===== config.mk =====
export PLATFORM = sky130hd
export DESIGN_NAME = simple_mem_arbiter_flat
export DESIGN_NICKNAME = d
export VERILOG_FILES = /design/src/rtl/simple_mem_arbiter_if.sv /design/src/rtl/simple_mem_arbiter.sv /design/src/flat_wrapper.sv
export SDC_FILE = /design/constraint.sdc
export NUM_CORES = 1
export LEC_CHECK = 0
export CAP_MARGIN = 15
export CORE_MARGIN = 1.5
export CORE_UTILIZATION = 40
export DETAILED_ROUTE_END_ITERATION = 12
export PLACE_DENSITY = 0.77
export REMOVE_ABC_BUFFERS = 1
export SETUP_SLACK_MARGIN = 0.15
export SLEW_MARGIN = 20
export SYNTH_ARGS = -nofsm -noshare
export SYNTH_HDL_FRONTEND = slang
export SYNTH_SLANG_ARGS = --single-unit

===== constraint.sdc =====
create_clock -name clk -period 1.93 [get_ports clk]
set_clock_uncertainty 0.05 [all_clocks]
set_input_delay 0.386 -clock clk [delete_from_list [all_inputs] [get_ports clk]]
set_output_delay 0.386 -clock clk [all_outputs]
set_load 0.05 [all_outputs]

===== src/rtl/simple_mem_arbiter_if.sv =====
// simple_mem_arbiter_if: the two requester ports and the shared data-memory port.
// The slave modport is the arbiter's view. The master modport is the
// environment's view: the requesters plus the memory.
`timescale 1ns/1ps
interface simple_mem_arbiter_if #(
    parameter int width    = 32,
    parameter int addrsize = 8
);
    // master 0: processor load/store path
    logic                m0_req;
    logic                m0_we;
    logic [addrsize-1:0] m0_addr;
    logic [width-1:0]    m0_wdata;
    logic                m0_gnt;
    logic                m0_rvalid;
    logic [width-1:0]    m0_rdata;
    // master 1: host loader / debug port
    logic                m1_req;
    logic                m1_we;
    logic [addrsize-1:0] m1_addr;
    logic [width-1:0]    m1_wdata;
    logic                m1_gnt;
    logic                m1_rvalid;
    logic [width-1:0]    m1_rdata;
    // shared data-memory port
    logic                mem_en;
    logic                mem_we;
    logic [addrsize-1:0] mem_addr;
    logic [width-1:0]    mem_wdata;
    logic [width-1:0]    mem_rdata;

    modport slave (
        input  m0_req, m0_we, m0_addr, m0_wdata,
        output m0_gnt, m0_rvalid, m0_rdata,
        input  m1_req, m1_we, m1_addr, m1_wdata,
        output m1_gnt, m1_rvalid, m1_rdata,
        output mem_en, mem_we, mem_addr, mem_wdata,
        input  mem_rdata
    );

    modport master (
        output m0_req, m0_we, m0_addr, m0_wdata,
        input  m0_gnt, m0_rvalid, m0_rdata,
        output m1_req, m1_we, m1_addr, m1_wdata,
        input  m1_gnt, m1_rvalid, m1_rdata,
        input  mem_en, mem_we, mem_addr, mem_wdata,
        output mem_rdata
    );
endinterface


===== src/rtl/simple_mem_arbiter.sv =====
// simple_mem_arbiter: round-robin sharing of the single data-memory port between
// the processor load/store path (master 0) and the host loader (master 1).
// Only one transfer is in flight at a time. Read data comes back RD_LAT cycles
// after the issue cycle. All outputs are registered.
`timescale 1ns/1ps
module simple_mem_arbiter #(
    parameter int width    = 32,
    parameter int addrsize = 8,
    parameter int RD_LAT   = 1
) (
    input  logic                clk,
    input  logic                nrst,
    simple_mem_arbiter_if.slave bus
);

    if ((RD_LAT < 1) || (RD_LAT > 7)) begin : g_bad_rd_lat
        $error("simple_mem_arbiter: RD_LAT=%0d is outside the legal range 1..7", RD_LAT);
    end

    typedef enum logic [1:0] {
        ST_IDLE  = 2'd0,
        ST_ISSUE = 2'd1,
        ST_WAIT  = 2'd2,
        ST_RESP  = 2'd3
    } state_t;

    // WAIT lasts RD_LAT-1 cycles. The counter is loaded with RD_LAT-1, and the
    // FSM leaves WAIT on the cycle in which the decrement reaches zero.
    localparam logic [2:0] CNT_LOAD = 3'(RD_LAT - 1);

    state_t              r_state;
    logic [2:0]          r_cnt;
    logic                r_rr_last;
    logic                r_owner;
    logic                r_mem_en;
    logic                r_mem_we;
    logic [addrsize-1:0] r_mem_addr;
    logic [width-1:0]    r_mem_wdata;
    logic                r_m0_gnt;
    logic                r_m1_gnt;
    logic                r_m0_rvalid;
    logic                r_m1_rvalid;
    logic [width-1:0]    r_m0_rdata;
    logic [width-1:0]    r_m1_rdata;

    state_t              w_state_nxt;
    logic [2:0]          w_cnt_nxt;
    logic                w_rr_last_nxt;
    logic                w_owner_nxt;
    logic                w_mem_en_nxt;
    logic                w_mem_we_nxt;
    logic [addrsize-1:0] w_mem_addr_nxt;
    logic [width-1:0]    w_mem_wdata_nxt;
    logic                w_m0_gnt_nxt;
    logic                w_m1_gnt_nxt;
    logic                w_m0_rvalid_nxt;
    logic                w_m1_rvalid_nxt;
    logic [width-1:0]    w_m0_rdata_nxt;
    logic [width-1:0]    w_m1_rdata_nxt;
    logic                w_any_req;
    logic                w_win;

    // Master 1 wins when it is the only requester, or when both request and master 0 was served last.
    assign w_any_req = bus.m0_req | bus.m1_req;
    assign w_win     = bus.m1_req & (~bus.m0_req | ~r_rr_last);

    // Next-state and next-output decode. Strobes default low, and held data defaults to its current value.
    always_comb begin
        w_state_nxt     = r_state;
        w_cnt_nxt       = r_cnt;
        w_rr_last_nxt   = r_rr_last;
        w_owner_nxt     = r_owner;
        w_mem_en_nxt    = 1'b0;
        w_mem_we_nxt    = 1'b0;
        w_mem_addr_nxt  = r_mem_addr;
        w_mem_wdata_nxt = r_mem_wdata;
        w_m0_gnt_nxt    = 1'b0;
        w_m1_gnt_nxt    = 1'b0;
        w_m0_rvalid_nxt = 1'b0;
        w_m1_rvalid_nxt = 1'b0;
        w_m0_rdata_nxt  = r_m0_rdata;
        w_m1_rdata_nxt  = r_m1_rdata;
        case (r_state)
            ST_IDLE: begin
                if (w_any_req) begin
                    w_state_nxt   = ST_ISSUE;
                    w_owner_nxt   = w_win;
                    w_rr_last_nxt = w_win;
                    w_mem_en_nxt  = 1'b1;
                    if (w_win) begin
                        w_mem_we_nxt    = bus.m1_we;
                        w_mem_addr_nxt  = bus.m1_addr;
                        w_mem_wdata_nxt = bus.m1_wdata;
                        w_m1_gnt_nxt    = 1'b1;
                    end else begin
                        w_mem_we_nxt    = bus.m0_we;
                        w_mem_addr_nxt  = bus.m0_addr;
                        w_mem_wdata_nxt = bus.m0_wdata;
                        w_m0_gnt_nxt    = 1'b1;
                    end
                end else begin
                    w_state_nxt = ST_IDLE;
                end
            end
            ST_ISSUE: begin
                // mem_we is still valid here because it is only cleared on leaving ISSUE
                if (r_mem_we) begin
                    w_state_nxt = ST_IDLE;
                end else if (RD_LAT == 1) begin
                    w_state_nxt = ST_RESP;
                end else begin
                    w_state_nxt = ST_WAIT;
                    w_cnt_nxt   = CNT_LOAD;
                end
            end
            ST_WAIT: begin
                w_cnt_nxt = r_cnt - 3'd1;
                if (r_cnt <= 3'd1) begin
                    w_state_nxt = ST_RESP;
                end else begin
                    w_state_nxt = ST_WAIT;
                end
            end
            ST_RESP: begin
                w_state_nxt = ST_IDLE;
                if (r_owner) begin
                    w_m1_rdata_nxt  = bus.mem_rdata;
                    w_m1_rvalid_nxt = 1'b1;
                end else begin
                    w_m0_rdata_nxt  = bus.mem_rdata;
                    w_m0_rvalid_nxt = 1'b1;
                end
            end
            default: begin
                w_state_nxt = ST_IDLE;
                w_cnt_nxt   = 3'd0;
            end
        endcase
    end

    // State and registered outputs. Reset clears them asynchronously and drops any read in flight.
    always_ff @(posedge clk or negedge nrst) begin
        if (!nrst) begin
            r_state     <= ST_IDLE;
            r_cnt       <= 3'd0;
            r_rr_last   <= 1'b1;
            r_owner     <= 1'b0;
            r_mem_en    <= 1'b0;
            r_mem_we    <= 1'b0;
            r_mem_addr  <= {addrsize{1'b0}};
            r_mem_wdata <= {width{1'b0}};
            r_m0_gnt    <= 1'b0;
            r_m1_gnt    <= 1'b0;
            r_m0_rvalid <= 1'b0;
            r_m1_rvalid <= 1'b0;
            r_m0_rdata  <= {width{1'b0}};
            r_m1_rdata  <= {width{1'b0}};
        end else begin
            r_state     <= w_state_nxt;
            r_cnt       <= w_cnt_nxt;
            r_rr_last   <= w_rr_last_nxt;
            r_owner     <= w_owner_nxt;
            r_mem_en    <= w_mem_en_nxt;
            r_mem_we    <= w_mem_we_nxt;
            r_mem_addr  <= w_mem_addr_nxt;
            r_mem_wdata <= w_mem_wdata_nxt;
            r_m0_gnt    <= w_m0_gnt_nxt;
            r_m1_gnt    <= w_m1_gnt_nxt;
            r_m0_rvalid <= w_m0_rvalid_nxt;
            r_m1_rvalid <= w_m1_rvalid_nxt;
            r_m0_rdata  <= w_m0_rdata_nxt;
            r_m1_rdata  <= w_m1_rdata_nxt;
        end
    end

    assign bus.mem_en    = r_mem_en;
    assign bus.mem_we    = r_mem_we;
    assign bus.mem_addr  = r_mem_addr;
    assign bus.mem_wdata = r_mem_wdata;
    assign bus.m0_gnt    = r_m0_gnt;
    assign bus.m1_gnt    = r_m1_gnt;
    assign bus.m0_rvalid = r_m0_rvalid;
    assign bus.m1_rvalid = r_m1_rvalid;
    assign bus.m0_rdata  = r_m0_rdata;
    assign bus.m1_rdata  = r_m1_rdata;

endmodule

===== src/flat_wrapper.sv =====
// flat-port wrapper written by rule: the top's interface ports become plain ports
module simple_mem_arbiter_flat 
#(
    parameter int width    = 32,
    parameter int addrsize = 8,
    parameter int RD_LAT   = 1
)
  (clk, nrst, bus_m0_req, bus_m0_we, bus_m0_addr, bus_m0_wdata, bus_m0_gnt, bus_m0_rvalid, bus_m0_rdata, bus_m1_req, bus_m1_we, bus_m1_addr, bus_m1_wdata, bus_m1_gnt, bus_m1_rvalid, bus_m1_rdata, bus_mem_en, bus_mem_we, bus_mem_addr, bus_mem_wdata, bus_mem_rdata);
  simple_mem_arbiter_if #(.width(width), .addrsize(addrsize)) bus_i ();
  input  logic clk;
  input  logic nrst;
  input wire logic [$bits(bus_i.m0_req)-1:0] bus_m0_req;
  input wire logic [$bits(bus_i.m0_we)-1:0] bus_m0_we;
  input wire logic [$bits(bus_i.m0_addr)-1:0] bus_m0_addr;
  input wire logic [$bits(bus_i.m0_wdata)-1:0] bus_m0_wdata;
  output wire logic [$bits(bus_i.m0_gnt)-1:0] bus_m0_gnt;
  output wire logic [$bits(bus_i.m0_rvalid)-1:0] bus_m0_rvalid;
  output wire logic [$bits(bus_i.m0_rdata)-1:0] bus_m0_rdata;
  input wire logic [$bits(bus_i.m1_req)-1:0] bus_m1_req;
  input wire logic [$bits(bus_i.m1_we)-1:0] bus_m1_we;
  input wire logic [$bits(bus_i.m1_addr)-1:0] bus_m1_addr;
  input wire logic [$bits(bus_i.m1_wdata)-1:0] bus_m1_wdata;
  output wire logic [$bits(bus_i.m1_gnt)-1:0] bus_m1_gnt;
  output wire logic [$bits(bus_i.m1_rvalid)-1:0] bus_m1_rvalid;
  output wire logic [$bits(bus_i.m1_rdata)-1:0] bus_m1_rdata;
  output wire logic [$bits(bus_i.mem_en)-1:0] bus_mem_en;
  output wire logic [$bits(bus_i.mem_we)-1:0] bus_mem_we;
  output wire logic [$bits(bus_i.mem_addr)-1:0] bus_mem_addr;
  output wire logic [$bits(bus_i.mem_wdata)-1:0] bus_mem_wdata;
  input wire logic [$bits(bus_i.mem_rdata)-1:0] bus_mem_rdata;
  assign bus_i.m0_req = bus_m0_req;
  assign bus_i.m0_we = bus_m0_we;
  assign bus_i.m0_addr = bus_m0_addr;
  assign bus_i.m0_wdata = bus_m0_wdata;
  assign bus_m0_gnt = bus_i.m0_gnt;
  assign bus_m0_rvalid = bus_i.m0_rvalid;
  assign bus_m0_rdata = bus_i.m0_rdata;
  assign bus_i.m1_req = bus_m1_req;
  assign bus_i.m1_we = bus_m1_we;
  assign bus_i.m1_addr = bus_m1_addr;
  assign bus_i.m1_wdata = bus_m1_wdata;
  assign bus_m1_gnt = bus_i.m1_gnt;
  assign bus_m1_rvalid = bus_i.m1_rvalid;
  assign bus_m1_rdata = bus_i.m1_rdata;
  assign bus_mem_en = bus_i.mem_en;
  assign bus_mem_we = bus_i.mem_we;
  assign bus_mem_addr = bus_i.mem_addr;
  assign bus_mem_wdata = bus_i.mem_wdata;
  assign bus_i.mem_rdata = bus_mem_rdata;
  simple_mem_arbiter #(.width(width), .addrsize(addrsize), .RD_LAT(RD_LAT)) u_core (.clk(clk), .nrst(nrst), .bus(bus_i));
endmodule

; ---- After elaboration in Yosys (flattened, before gate mapping)
; Cells that the tools add are included.
[word_totals]
inputBits = 118
out_inout_bits = 110
rom_bits = 0
ram_bits = 0
regBits = 117
latchBits = 0
n_memories = 0
wordCells = 50
[classes]
n_eq_ne = 3
n_reduce_logical = 4
n_mul = 0
magnitude_cmp = 1
n_addsub = 1
bitwise_logic = 6
div = 0
shifts = 0
mux = 21
[op_table]
columns = operator, n
row1 = $mux W32, 1
row2 = $mux W1, 17
row3 = $mux W8, 1
row4 = $pmux W2 S4, 1
row5 = $reduce_and A2 Y1, 3
row6 = $eq A2 B2 Y1 const B, 2
row7 = $le A3 B1 Y1 const B, 1
row8 = $not A1 Y1, 3
row9 = $sub A3 B1 Y3 const B, 1
row10 = $eq A2 B1 Y1 const B, 1
row11 = $logic_not A2 Y1, 1
row12 = $mux W2, 1
row13 = $or A1 B1 Y1, 2
row14 = $and A1 B1 Y1, 1

; ---- Logic depth before layout (Yosys ltp)
; Gate-level depths: netlist of run 1.
[logic_depth]
depth_word = 6
depth_mapped = 5
mapped_depth_nobuf = 5

; ---- Least setup slack after synthesis of run 1
; No wires, ideal clock.
[synth_path]
path_type = register -> register
startpoint = register u_core.r_state[0]
endpoint = register u_core.r_mem_addr[3], in the netlist u_core.bus.mem_addr[3]
period_less_slack_ns = 1.402
required_ns = 1.754
setup_ns = 0.126
path_slack_ns = 0.528
arrival_ns = 1.226
path_buffers = 1
path_stages_with_launch = 5
cell_sequence = dfrtp_1 -> nor2_4 -> o21ai_2 -> clkbuf_1 -> a221o_1
[synth_between]
elab_chain_len = 2
[synth_lines]
columns = element, line
row1 = "start, declared", simple_mem_arbiter.sv:31  ; state_t r_state;
row2 = "start signal, assigned", simple_mem_arbiter.sv:159  ; r_state <= w_state_nxt;
row3 = $logic_not A2 Y1, simple_mem_arbiter.sv:83  ; case (r_state)
row4 = $reduce_and A2 Y1 (no source line), -
row5 = "end signal, assigned", simple_mem_arbiter.sv:150  ; r_mem_addr <= {addrsize{1'b0}};
row6 = "end signal, assigned", simple_mem_arbiter.sv:165  ; r_mem_addr <= w_mem_addr_nxt;
row7 = "end, declared", simple_mem_arbiter.sv:37  ; logic [addrsize-1:0] r_mem_addr;
; Every way passes these cells.
; A chain may end at the register's enable or synchronous reset.

; ---- Final worst setup path of run 1
[layout_path]
startpoint = register u_core.r_mem_wdata[26], in the netlist u_core.bus.mem_wdata[26]
endpoint = output port bus_mem_wdata[26]
[layout_rtl]
columns = element, line
row1 = "start, declared", simple_mem_arbiter.sv:38  ; logic [width-1:0] r_mem_wdata;
row2 = "start signal, assigned", simple_mem_arbiter.sv:151  ; r_mem_wdata <= {width{1'b0}};
row3 = "start signal, assigned", simple_mem_arbiter.sv:166  ; r_mem_wdata <= w_mem_wdata_nxt;
row4 = "end, declared", flat_wrapper.sv:29  ; output wire logic [$bits(bus_i.mem_wdata)-1:0] bus_mem_wdata;
; No word-level cell between the ends.

==> results of run 1 <==
## cells in the final DEF, fill, tap and decap left out, types with 3 or more instances in the layout
master             n
bufinv_16          4
clkdlybuf4s50_1  116
clkbuf_16         17
buf_4             75
inv_1              6
clkbuf_8           3
mux2_2            68
dlygate4sd2_1     42
and3_1            38
clkinvlp_4         4
buf_12             5
a221o_1           38
dfrtp_1          116
## cell usage after synthesis
cell,instances,area [sq um]
a21boi_2,1,11.3
a21o_1,2,15.0
a21oi_1,1,5.00
a221o_1,38,380
and2_1,1,6.26
and3_1,38,238
and3_4,1,11.3
buf_2,9,45.0
buf_4,2,15.0
buf_6,1,11.3
clkbuf_1,10,37.5
dfrtp_1,116,2900
dfstp_2,1,26.3
ha_1,2,25.0
inv_1,6,22.5
mux2_2,68,766
mux2i_1,1,10.0
nand2_1,2,7.51
nand2b_1,2,12.5
nand3_1,1,5.00
nand3b_1,1,7.51
nor2_1,2,7.51
nor2_4,1,11.3
o21ai_0,1,5.00
o21ai_2,1,8.76
o311ai_0,1,8.76
or3b_2,1,8.76
xnor2_1,1,8.76
xor2_1,1,8.76
## final cells by class
type,count,area share
tap,143,0.0236
timing repair buffer,241,0.294
inverter,6,0.00297
clock inverter,11,0.0228
sequential,117,0.387
clock buffer,21,0.0621
multi-input combinational,168,0.208
## power by group through the flow
stage / logic [mW] / clock network, mW / registers (mW)
floorplan: 1.97 / 0 / 8.29
global placement: 8.89 / 0 / 4.37
detailed placement: 9.03 / 0 / 4.43
CTS: 8.71 / 3.41 / 4.40
global route: 9.02 / 3.53 / 4.54
finish: 8.65 / 3.34 / 4.39
## how the worst max path moves through the flow
stage	from	endpoint	slack, ns	cells after the start
after floorplan	register	u_core.bus.m1_rdata[0]$_DFFE_PN0P_	0.005	2
after global placement	bus_m0_req	u_core.bus.mem_addr[5]$_DFFE_PN0P_	0.04	5
after detailed placement	bus_m1_req	u_core.bus.mem_addr[7]$_DFFE_PN0P_	-0.03	4
after CTS	u_core.bus.m1_rdata[27]$_DFFE_PN0P_	bus_m1_rdata[27]	0.16	1
after global routing	u_core.bus.m0_rdata[8]$_DFFE_PN0P_	bus_m0_rdata[8]	0.15	1
final	u_core.bus.mem_wdata[26]$_DFFE_PN0P_	bus_mem_wdata[26]	0.20	1
## state kept, by name, indices dropped and copies added, names as in the netlist, named ones only
register and cells:
u_core.bus.mem_addr 8, u_core.bus.mem_en 1, u_core.bus.m1_rvalid 1, u_core.r_rr_last 1, u_core.r_owner 1, u_core.bus.m0_rvalid 1
u_core.r_cnt 3, u_core.bus.m0_gnt 1, u_core.bus.m0_rdata 32, u_core.bus.mem_we 1, u_core.bus.m1_gnt 1, u_core.bus.m1_rdata 32
u_core.bus.mem_wdata 32, u_core.r_state 1
## through the flow
step	setup slack, ns	instances	total power, mW	hold slack (ns)	cell area (sq um)
4_1_cts	0.160	707	16.5	0.412	7570
3_3_place_gp	0.0406	674	13.3	0.296	6970
5_1_grt	0.151	707	17.1	0.424	7570
2_1_floorplan	0.00519	291	10.3	0.0404	4520
3_5_place_dp	-0.0274	674	13.5	0.302	6970
6_report	0.199	707	16.4	0.412	7570
## logic make-up after synthesis
family | after synthesis
mux | 69
compound gates | 45
fa+ha+maj | 2
buf+inv | 28
simple gates | 50
flops | 117
xor+xnor | 2
## repair_timing
| item | in CTS | in global routing |
|---|---|---|
| setup endpoints to repair | 44 | 2 |
| gates resized for setup | 44 | 2 |
| endpoints found under the hold margin | 28 | 0 |
| hold buffers | 1 | 0 |
## routing by layer
| layer | global-route usage | vias to the layer above | part of all wire |
|---|---|---|---|
| met5 | 0 | - | 0 |
| met4 | 0.0632 | 0 | 0.014 |
| met3 | 0.0818 | 17 | 0.087 |
| met2 | 0.349 | 189 | 0.48 |
| met1 | 0.255 | 1701 | 0.42 |
| li1 | - | 1655 | - |
==> impl_metrics.env, run 1 <==
export IMPL_relSlewSlack=0.657
export IMPL_htree_num_levels=4
export IMPL_routabilityCongestion=0.853
export IMPL_clock_latency_ns=0.39
export IMPL_drt_pass1_iterations=4
export IMPL_drtIter0Drc=109
export IMPL_powerDensity_nw_per_um2=2160
export IMPL_antenna_found_initial=0
export IMPL_initial_core_util=0.407
export IMPL_clk_root_buffer_cell="clkbuf_16"
export IMPL_gr_total_overflow=0
export IMPL_vdd_drop_max_mv=1.51
export IMPL_p_leak_nw=3.58
export IMPL_track_usage=0.211
export IMPL_crit_type="register to primary output"
export IMPL_netlist_area_sq_um=4630
export IMPL_worst_path_largest_cell_delay_ns=0.54
export IMPL_synth_simple_area_share=0.0681
export IMPL_cts_tree="yes"
export IMPL_start_kind="register"
export IMPL_fillers=860
export IMPL_synth_compound_area_share=0.0938
export IMPL_wire_per_inst_um=17.5
export IMPL_grt_max_degree=47
export IMPL_p_int_mw=8.93
export IMPL_power_switching_mw=7.45
export IMPL_r2r_start="u_core.r_rr_last$_DFFE_PN1P_"
export IMPL_postCtsSetupRepairBufs=0
export IMPL_yosys_area_share_adder=0.00541
export IMPL_drc=0
export IMPL_synth_xor_area_share=0.00378
export IMPL_multi_input_area_sq_um=1580
export IMPL_dp_hpwl_um=9060
export IMPL_die_area_sq_um=12200
export IMPL_drive_gt1_frac=0.328
export IMPL_holdCritPathClass="register to register"
export IMPL_via_per_inst=5.04
export IMPL_drt_wl_total_um=12400
export IMPL_die_height_um=111
export IMPL_min_to="u_core.r_cnt[2]$_DFFE_PN0P_"
export IMPL_cp_end_kind="primary output"
export IMPL_crit_path_top_delay_cell="dlygate4sd2_1"
export IMPL_cp_max_fo=2
export IMPL_tns_ns=0
export IMPL_syn2layout_area_growth_pct=63.6
export IMPL_nNetsFinal=671
export IMPL_rr_endpoint="u_core.bus.mem_addr[5]$_DFFE_PN0P_"
export IMPL_die_width_um=111
export IMPL_max_cap_violations=0
export IMPL_cts_made_buffers=17
export IMPL_core_area_sq_um=11400
export IMPL_clock_sinks=117
export IMPL_min_path_cells=1
export IMPL_reg2reg_setup_slack_ns=0.40
export IMPL_comb_power_share=0.528
export IMPL_max_freq_mhz=578
export IMPL_synthMuxAreaShare=0.168
export IMPL_synth_top_family_by_area="multiplexers"
export IMPL_crit_family="buffers and inverters"
export IMPL_crit_buf_inv=1
export IMPL_synth_seq_cells=117
export IMPL_report_final_setup_viol=0
export IMPL_fin_crit_ns=1.73
export IMPL_p_sw_frac=0.455
export IMPL_clkPwrFrac=0.204
export IMPL_hold_viol=0
export IMPL_netlist_instances=313
export IMPL_via_count=3562
export IMPL_cp_cell_sequence="dlygate4sd2_1"
export IMPL_rsz0062_at_grt="no"
export IMPL_worst_pin_slew_ns=0.516
export IMPL_reg2reg_depth=4
export IMPL_cp_required_ns=1.49
export IMPL_antenna_cells=0
export IMPL_ys_warnings_count=0
export IMPL_final_antenna_net_count=0
export IMPL_worstHoldStart="u_core.r_cnt[2]$_DFFE_PN0P_"
export IMPL_power_frac_seq=0.268
export IMPL_cts_buffer_depth=2
export IMPL_grt_pass1_vias=3801
export IMPL_seq_area_sq_um=2930
export IMPL_io_buffers=227
export IMPL_fp_row_count=39
export IMPL_worstPathArrival_ns=1.29
export IMPL_ys_seq_area_frac=0.633
export IMPL_fin_util=0.666
export IMPL_finalMaxSlewViolations=0
export IMPL_layout_worst_path_cycle_share=0.897
export IMPL_synth_distinct_cells=29
export IMPL_clk_pin_slew_ns=0.05
export IMPL_grt_pass1_wl_um=20000
export IMPL_io_pins=228
export IMPL_postSynthAreaPerCell_sq_um=14.8
export IMPL_status="complete, no violations"
Power figures use the tool's default switching activity.
==> run 2: changes to the inputs <==
--- a/config.mk
+++ b/config.mk
@@ -9,6 +9,7 @@
 export CORE_MARGIN = 1.5
 export CORE_UTILIZATION = 40
 export DETAILED_ROUTE_END_ITERATION = 12
+export MAX_ROUTING_LAYER = met4
 export PLACE_DENSITY = 0.77
 export REMOVE_ABC_BUFFERS = 1
 export SETUP_SLACK_MARGIN = 0.15
==> impl_metrics.env, run 2 (synthesized netlist as in run 1, its figures left out) <==
export IMPL_core_area_sq_um=11400
export IMPL_p_leak_nw=3.58
export IMPL_crit_path_top_delay_cell="dlygate4sd2_1"
export IMPL_die_height_um=111
export IMPL_fillers=860
export IMPL_reg2reg_setup_slack_ns=0.41
export IMPL_postCtsSetupRepairBufs=0
export IMPL_final_antenna_net_count=0
export IMPL_grt_max_degree=47
export IMPL_die_area_sq_um=12200
export IMPL_startpoint="u_core.bus.mem_wdata[26]$_DFFE_PN0P_"
export IMPL_syn2layout_area_growth_pct=63.6
export IMPL_holdCritPathClass="register to register"
export IMPL_worst_slack_ns=0.199
export IMPL_cp_endpoint="bus_mem_wdata[26]"
export IMPL_hold_viol=0
export IMPL_relSlewSlack=0.657
export IMPL_io_buffers=227
export IMPL_cp_cell_sequence="dlygate4sd2_1"
export IMPL_fin_crit_ns=1.73
export IMPL_via_count=3585
export IMPL_clock_sinks=117
export IMPL_cts_made_buffers=17
export IMPL_grt_pass1_wl_um=20000
export IMPL_instances_no_fill=707
export IMPL_placed_cells=674
export IMPL_drt_wl_total_um=12400
export IMPL_cts_buffer_depth=2
export IMPL_htree_num_levels=4
export IMPL_cts_tree="yes"
export IMPL_drtIter0Drc=114
export IMPL_crit_family="buffers and inverters"
export IMPL_layout_worst_path_cycle_share=0.897
export IMPL_cp_end_kind="primary output"
export IMPL_initial_core_util=0.407
export IMPL_report_final_setup_viol=0
export IMPL_mostFrequentLayoutCells="dfrtp_1 (116), clkdlybuf4s50_1 (116), buf_4 (75)"
export IMPL_drc=0
export IMPL_whs_ns=0.410
export IMPL_reg2reg_depth=4
export IMPL_max_cap_violations=0
export IMPL_vdd_drop_max_mv=1.52
export IMPL_drt_pass1_iterations=4
export IMPL_fin_util=0.666
export IMPL_io_pins=228
export IMPL_die_width_um=111
export IMPL_gr_total_overflow=0
export IMPL_antenna_found_initial=0
export IMPL_cp_required_ns=1.49
export IMPL_powerDensity_nw_per_um2=2160
export IMPL_r2r_start="u_core.r_rr_last$_DFFE_PN1P_"
export IMPL_dp_hpwl_um=9060
export IMPL_clk_pin_slew_ns=0.05
export IMPL_min_path_cells=1
export IMPL_wire_per_inst_um=17.5
export IMPL_power_mw=16.4
export IMPL_crit_type="register to primary output"
export IMPL_drive_gt1_frac=0.328
export IMPL_status="complete, no violations"
export IMPL_worst_path_largest_cell_delay_ns=0.54
export IMPL_cp_max_fo=2
export IMPL_pre_cts_ws_ns=-0.0274
export IMPL_cp_depth=1
export IMPL_max_freq_mhz=578
export IMPL_clock_latency_ns=0.39
export IMPL_routabilityCongestion=0.867
export IMPL_rsz0062_at_grt="no"
export IMPL_antenna_cells=0
export IMPL_finalMaxSlewViolations=0
export IMPL_rr_endpoint="u_core.bus.mem_addr[5]$_DFFE_PN0P_"
export IMPL_clk_root_buffer_cell="clkbuf_16"
export IMPL_worstPathArrival_ns=1.30
export IMPL_grt_pass1_vias=3807
export IMPL_worst_pin_slew_ns=0.516
export IMPL_via_per_inst=5.07
export IMPL_track_usage=0.216
export IMPL_fp_row_count=39
export IMPL_start_kind="register"
export IMPL_crit_buf_inv=1
export IMPL_nNetsFinal=671
==> run 2: cell counts in the layout (fill, tap and decap cells not counted) <==
No cell type changed its count.
==> run 2: timing repair <==
item | CTS | global route
hold buffers | 1 | 0
gates resized for setup | 44 | 2
setup endpoints to repair | 44 | 2
endpoints found under the hold margin | 28 | 0
==> run 2: per-layer routing <==
layer | part of all wire | global-route usage | wire length [um]
met5 | 0 | - | 0
met4 | 0.014 | 0.0632 | 175
met1 | 0.42 | 0.259 | 5210
met2 | 0.49 | 0.350 | 6060
met3 | 0.078 | 0.0719 | 965
==> run 2: layout make-up <==
type | count | area [sq um] | area share
repair buffers | 241 | 2220 | 0.294
multi-input cells | 168 | 1580 | 0.208
well taps | 143 | 179 | 0.0236
clock inverters | 11 | 173 | 0.0228
clock buffers | 21 | 470 | 0.0621
inverters | 6 | 22.5 | 0.00297
flip-flops and latches | 117 | 2930 | 0.387
==> run 2: worst min-delay path by stage <==
| stage | start | to | slack, ns |
|---|---|---|---|
| after floorplan | nrst | async pin | 0.04 |
| after global placement | nrst | u_core.bus.m1_rdata[14]$_DFFE_PN0P_ | 0.30 |
| after detailed placement | nrst | u_core.bus.m1_rdata[14]$_DFFE_PN0P_ | 0.30 |
| after CTS | nrst | u_core.bus.m1_rdata[14]$_DFFE_PN0P_ | 0.41 |
| after global routing | nrst | u_core.bus.m1_rdata[14]$_DFFE_PN0P_ | 0.42 |
| final | u_core.r_cnt[2]$_DFFE_PN0P_ | u_core.r_cnt[2]$_DFFE_PN0P_ | 0.41 |
==> run 2: power by group <==
part           internal [mW]  switching, mW
sequential              3.70          0.700
combinational           2.97           5.68
clock                   2.27           1.08
total                   8.93           7.46
==> run 2: metrics by stage <==
step	cell area (sq um)	TNS [ns]
after floorplan	4520	0
after global routing	7570	0
final	7570	0
after global placement	6970	0
after detailed placement	6970	-0.0578
after CTS	7570	0
